<file path="config.mk">
export PLATFORM = sky130hd
export DESIGN_NAME = vram_arbiter
export DESIGN_NICKNAME = d
export VERILOG_FILES = /design/src/rtl/vram_pkg.sv /design/src/rtl/vram_arbiter.sv
export SDC_FILE = /design/constraint.sdc
export NUM_CORES = 1
export LEC_CHECK = 0
export CAP_MARGIN = 20
export CORE_MARGIN = 2
export CORE_UTILIZATION = 40
export CTS_CLUSTER_DIAMETER = 30
export DETAILED_ROUTE_END_ITERATION = 8
export DONT_BUFFER_PORTS = 1
export PLACE_DENSITY = 0.54
export SLEW_MARGIN = 20
export SYNTH_ARGS = -nofsm -noshare
export SYNTH_HDL_FRONTEND = slang
export SYNTH_SLANG_ARGS = --single-unit
</file>
<file path="constraint.sdc">
create_clock -name clock -period 1.5 [get_ports clock]
set_input_delay 0.3 -clock clock [delete_from_list [all_inputs] [get_ports clock]]
set_output_delay 0.3 -clock clock [all_outputs]
set_load 0.005 [all_outputs]
</file>
<file path="src/rtl/vram_pkg.sv">
// Shared types and constants for the video RAM arbiter.
package vram_pkg;

   localparam int unsigned DEF_ADDR_W = 16;
   localparam int unsigned DEF_DATA_W = 8;
   localparam int unsigned STALL_W    = 16;

   // Video RAM window base; requesters apply it, the arbiter only muxes.
   localparam logic [15:0] VRAM_BASE = 16'h8000;

   typedef enum logic [1:0] {
      StIdle = 2'd0,
      StWait = 2'd1,
      StAck  = 2'd2
   } arb_state_e;

endpackage

</file>
<file path="src/rtl/vram_arbiter.sv">
// Single-port VRAM arbiter: scanout reads always win, the CPU uses a req/ack handshake.
// Optional VRAM_STALL_CNT_EN adds a saturating count of CPU stall cycles.
module vram_arbiter
   import vram_pkg::*;
#(
   parameter int unsigned ADDR_W = DEF_ADDR_W,
   parameter int unsigned DATA_W = DEF_DATA_W
) (
   input  logic               clock,
   input  logic               reset_n,
   input  logic               vid_req,
   input  logic [ADDR_W-1:0]  vid_a,
   output logic [DATA_W-1:0]  vid_q,
   input  logic               cpu_req,
   input  logic               cpu_we,
   input  logic [ADDR_W-1:0]  cpu_a,
   input  logic [DATA_W-1:0]  cpu_d,
   output logic [DATA_W-1:0]  cpu_q,
   output logic               cpu_ack,
`ifdef VRAM_STALL_CNT_EN
   input  logic               stall_clr,
   output logic [STALL_W-1:0] stall_cnt,
`endif
   output logic [ADDR_W-1:0]  mem_a,
   output logic [DATA_W-1:0]  mem_d,
   output logic               mem_we,
   input  logic [DATA_W-1:0]  mem_q
);

   arb_state_e        state_q, state_d;
   logic              we_q, we_d;
   logic [DATA_W-1:0] cpu_q_d;
   logic              cpu_ack_d;
   logic              cpu_issue;

   always_comb begin
      state_d   = state_q;
      we_d      = we_q;
      cpu_q_d   = cpu_q;
      cpu_ack_d = 1'b0;
      cpu_issue = 1'b0;
      unique case (state_q)
         StIdle: begin
            if (cpu_req && !vid_req) begin
               cpu_issue = 1'b1;
               we_d      = cpu_we;
               state_d   = StWait;
            end
         end
         StWait: begin
            // RAM output now holds the data for the address issued last cycle.
            if (!we_q) cpu_q_d = mem_q;
            cpu_ack_d = 1'b1;
            state_d   = StAck;
         end
         StAck: begin
            state_d = StIdle;
         end
         default: begin
            state_d = StIdle;
         end
      endcase
   end

   always_comb begin
      mem_a  = vid_a;
      mem_d  = cpu_d;
      mem_we = 1'b0;
      if (cpu_issue) begin
         mem_a  = cpu_a;
         mem_we = cpu_we & reset_n;
      end
   end

   assign vid_q = mem_q;

   always_ff @(posedge clock or negedge reset_n) begin
      if (!reset_n) begin
         state_q <= StIdle;
         we_q    <= 1'b0;
         cpu_q   <= '0;
         cpu_ack <= 1'b0;
      end else begin
         state_q <= state_d;
         we_q    <= we_d;
         cpu_q   <= cpu_q_d;
         cpu_ack <= cpu_ack_d;
      end
   end

`ifdef VRAM_STALL_CNT_EN
   logic stall_evt;
   assign stall_evt = (state_q == StIdle) && cpu_req && vid_req;

   always_ff @(posedge clock or negedge reset_n) begin
      if (!reset_n) begin
         stall_cnt <= '0;
      end else if (stall_clr) begin
         stall_cnt <= '0;
      end else if (stall_evt && (stall_cnt != {STALL_W{1'b1}})) begin
         stall_cnt <= stall_cnt + 1'b1;
      end
   end
`endif

endmodule

</file>
# Word level (Yosys, flattened, before mapping)
# Index checks and enable logic that the tools add are counted.
dict set report word_totals {
  output_inout_bits 42
  word_cells 20
  reg_bits 12
  inputBits 53
}
dict set report classes {
  eq_ne 2
  n_bitwise 2
  n_reduce_logical 5
  n_mux 7
}
# op n
set op_table {}
lappend op_table {{2-to-1 mux 16 bit} 1}
lappend op_table {{2-to-1 mux 1 bit} 4}
lappend op_table {{case mux 2 bit (2 select lines)} 1}
lappend op_table {{AND reduction 2 bit} 2}
lappend op_table {{equality test 2 x 1 -> 1 bit (second input constant)} 1}
lappend op_table {{logical NOT 2 bit} 1}
lappend op_table {{2-to-1 mux 2 bit} 1}
lappend op_table {{!= test 2 bit (second input constant)} 1}
lappend op_table {{bitwise AND 1 bit} 1}
lappend op_table {{logical AND 1 bit} 1}
lappend op_table {{logical NOT 1 bit} 1}
lappend op_table {{NOT 1 bit} 1}

# Logic depth before layout (Yosys ltp)
dict set report depth {
  depth_word 5
  mapped_depth 4
  depth_no_buf 2
}

# Least setup slack after synthesis
# No wires, ideal clock.
dict set report synth_timing {
  path_type {register -> output}
  from {reg state_q[1]}
  to {out mem_a[10]}
  required_ns 1.200
  setup_slack_ns -0.118
  stages_incl_launch_ff 5
  arrival_ns 1.318
  n_path_buf 2
  cell_sequence {dfrtp_1 -> nor4b_2 -> buf_6 -> buf_12 -> mux2_4}
}
dict set report synth_via {
  elab_chain_cells 3
}
# element line_no
set synth_lines {}
lappend synth_lines {{from (decl)} vram_arbiter.sv:30} ;# arb_state_e state_q, state_d;
lappend synth_lines {{from (signal assigned)} vram_arbiter.sv:79} ;# state_q <= StIdle;
lappend synth_lines {{from (signal assigned)} vram_arbiter.sv:84} ;# state_q <= state_d;
lappend synth_lines {{logical NOT 2 bit} vram_arbiter.sv:42} ;# unique case (state_q)
lappend synth_lines {{2-to-1 mux 1 bit} vram_arbiter.sv:42}
lappend synth_lines {{2-to-1 mux 16 bit} vram_arbiter.sv:69} ;# if (cpu_issue) begin
lappend synth_lines {{to (decl)} vram_arbiter.sv:24} ;# output logic [ADDR_W-1:0] mem_a,
# No other way between the ends.

# Worst setup path after layout
dict set report layout_timing {
  from {reg state_q[0]}
  to {out mem_a[11]}
}
# The elaborated chain is that of the path after synthesis.

==> results.toml <==
[routing]
drtIter0Drc = 3
met1Wirelength_um = 504
dr.pass1.iters = 2
wl_met3_um = 205
routed-wl-met2_um = 689
vias = 446
wl_um = 1440
topRoutingLayerUsed = "met4"
remaining_drc_errors = 0
ant_nets = 0
vias_per_cell = 5.51
wire_per_inst_um = 17.7

[min_path]
min_path_type = "primary input to flop"
whs_path_depth = 1

[timing]
tightest_slew_ns = 0.511
holdWs_ns = 0.183
finalHoldViolCount = 0
fin_setup_tns_ns = -6.16
rsz0062_at_grt = "yes"
fmax_mhz = 535
setup_ws_ns = -0.369
slew_viol_final = 0
period_needed_ns = 1.87
fin_crit_sh_pct = 125
skew_ns = 0.00162
setup_viol = 18
slew_headroom_pct = 65.8

[critical_path]
path_class = "flop to output port"
crit_required_ns = 1.20
cp_max_fo = 8
cp-end-kind = "output port"
start_kind = "flop"
critPathMaxStageDelay_ns = 0.41
r2r_setup_slack_ns = 0
cp_slowest_cell = "dfrtp_1"
path_cells = "nor4b_4 -> buf_4 -> clkbuf_16 -> mux2_4"
crit_arrival_ns = 1.57
worstRegToRegCells = 5

[layout]
final_core_util_pct = 44.2
layout.area.seq_sq_um = 300
multi_input_comb_area_sq_um = 383
antenna_cells = 0
nFillCells = 188
layoutNonFillerInstCount = 81
syn2layout_area_growth_pct = 4.41
drive_above_1_share_pct = 75.9
finalNetCount = 108

[placed_design]
gp_congestion = 0.693
hpwl_um = 1170
numPortBuffers = 0
dp_cells = 73

[cts]
cts_tree = "done"
clock_latency_ns = 0.26
cts.path.max_buffers = 2
ctsRootBufferMaster = "clkbuf_4"
path_clk_slew_ns = 0.07
numCtsBuffers = 3
clock-sinks = 12
cts_max_level = 1

[die]
initial_core_util_pct = 42.3
core-area_sq_um = 1940
std_cell_rows = 16
die_area_sq_um = 2430
pin_count = 95
die_y_um = 49.3
die_w_um = 49.3

[yosys]
yosysMostFrequentCell = "mux2_2"
syn_inst = 60
ys_async_sr_fraction_pct = 100
synth_top_cells_by_area = "dfrtp_1, mux2_2, buf_4"
synth.avg_cell_area_sq_um = 13.7
yosysUniqueCellTypes = 10
synth_edf_count = 0
netlist_area_sq_um = 822
yosysTopAreaCellShare_pct = 36.5
yosysWarnings = 0
yosys-top-cells-count = "mux2_2, buf_4, dfrtp_1, mux2_4, and2b_2"
seq_area_frac_synth_pct = 36.5
synth_largest_area_cell = "dfrtp_1"
synthFlopType = "dfrtp_1"
synth_seq_cells = 12
syn-num-nets = 113

[pwr]
irDropWorstVdd_mv = 0.538
finalPower_mw = 0.971
p_per_area_nw_per_um2 = 1130
p_leak_nw = 0.368

[run_status]
status = "complete, but fails checks"
violations = "negative setup slack"

[grt]
grt_max_degree = 18
grt_pass1_wl_um = 2240
grt_overflow = 0
antenna_found_initial = 0
grt_pass1_vias = 531
grt_use_total_pct = 12.2

[job]
max_cap_violations = 0
==> critical path: cells and delay by family (launching register included) <==
| kind | cells | cell delay, ns |
|---|---|---|
| flops | 1 | 0.41 |
| simple gates | 1 | 0.25 |
| buf+inv | 2 | 0.34 |
| mux | 1 | 0.31 |
==> cells in the final DEF, fill, tap and decap left out, drive strengths merged <==
| cell type | Yosys | routed |
|---|---|---|
| and2b | 2 | 2 |
| and3 | 1 | 1 |
| buf | 18 | 6 |
| clkbuf | 0 | 5 |
| dfrtp | 12 | 12 |
| dlygate4sd3 | 0 | 1 |
| mux2 | 25 | 25 |
| nor3b | 1 | 1 |
| nor4b | 1 | 1 |
==> state kept, by name (all words and copies together), names as in the netlist <==
| signal | cells |
|---|---|
| state_q | 2 |
| we_q | 1 |
| cpu_ack | 1 |
| cpu_q | 8 |
==> layout make-up <==
class	instances	share of cell area, %
clock buffers	4	4.23
repair buffers	8	12.2
well taps	27	3.94
flip-flops and latches	12	35.0
multi-input cells	30	44.6
==> cells by family (layout without fill, tap and decap cells) <==
kind of cell,after synthesis,in the layout,synth area share [%]
AND/OR/NAND/NOR,5,5,7.15
buffers and inverters,18,12,18.4
multiplexers,25,25,37.9
flip-flops,12,12,36.5
==> worst paths after layout <==
check,start,to
worst max-delay path,state_q[0],mem_a[11]
worst min-delay path,mem_q[4],cpu_q[4]
worst max register to register,state_q[0],we_q
worst min register to register,cpu_q[0],cpu_q[0]
max in group asynchronous,reset_n,state_q[1]
min in group asynchronous,reset_n,cpu_q[4]
==> power by group <==
part	switching [mW]	total (mW)	internal (mW)
clock	0.0951	0.242	0.147
sequential	0.0764	0.501	0.425
combinational	0.0710	0.228	0.157
total	0.242	0.971	0.729
==> stage by stage <==
stage / worst slack [ns] / area (sq um)
after floorplan: -0.0653 / 822
after global placement: -0.0460 / 756
after detailed placement: -0.0627 / 756
after CTS: -0.370 / 802
after global routing: -0.440 / 858
final: -0.369 / 858
==> metal layers <==
| layer | vias up | track usage, % |
|---|---|---|
| met2 | 48 | 18.7 |
| met5 | - | 0 |
| li1 | 180 | - |
| met1 | 210 | 12.3 |
| met4 | 0 | 8.57 |
| met3 | 8 | 7.06 |
==> timing repair <==
item	4_1_cts	5_1_grt
hold buffers	1	0
gates resized for setup	0	1
pin swaps	0	1
setup endpoints to repair	17	26
hold endpoints to repair	12	0
gates cloned	0	1
setup buffers	0	2
Note: power is estimated with default switching activity, not from simulation.
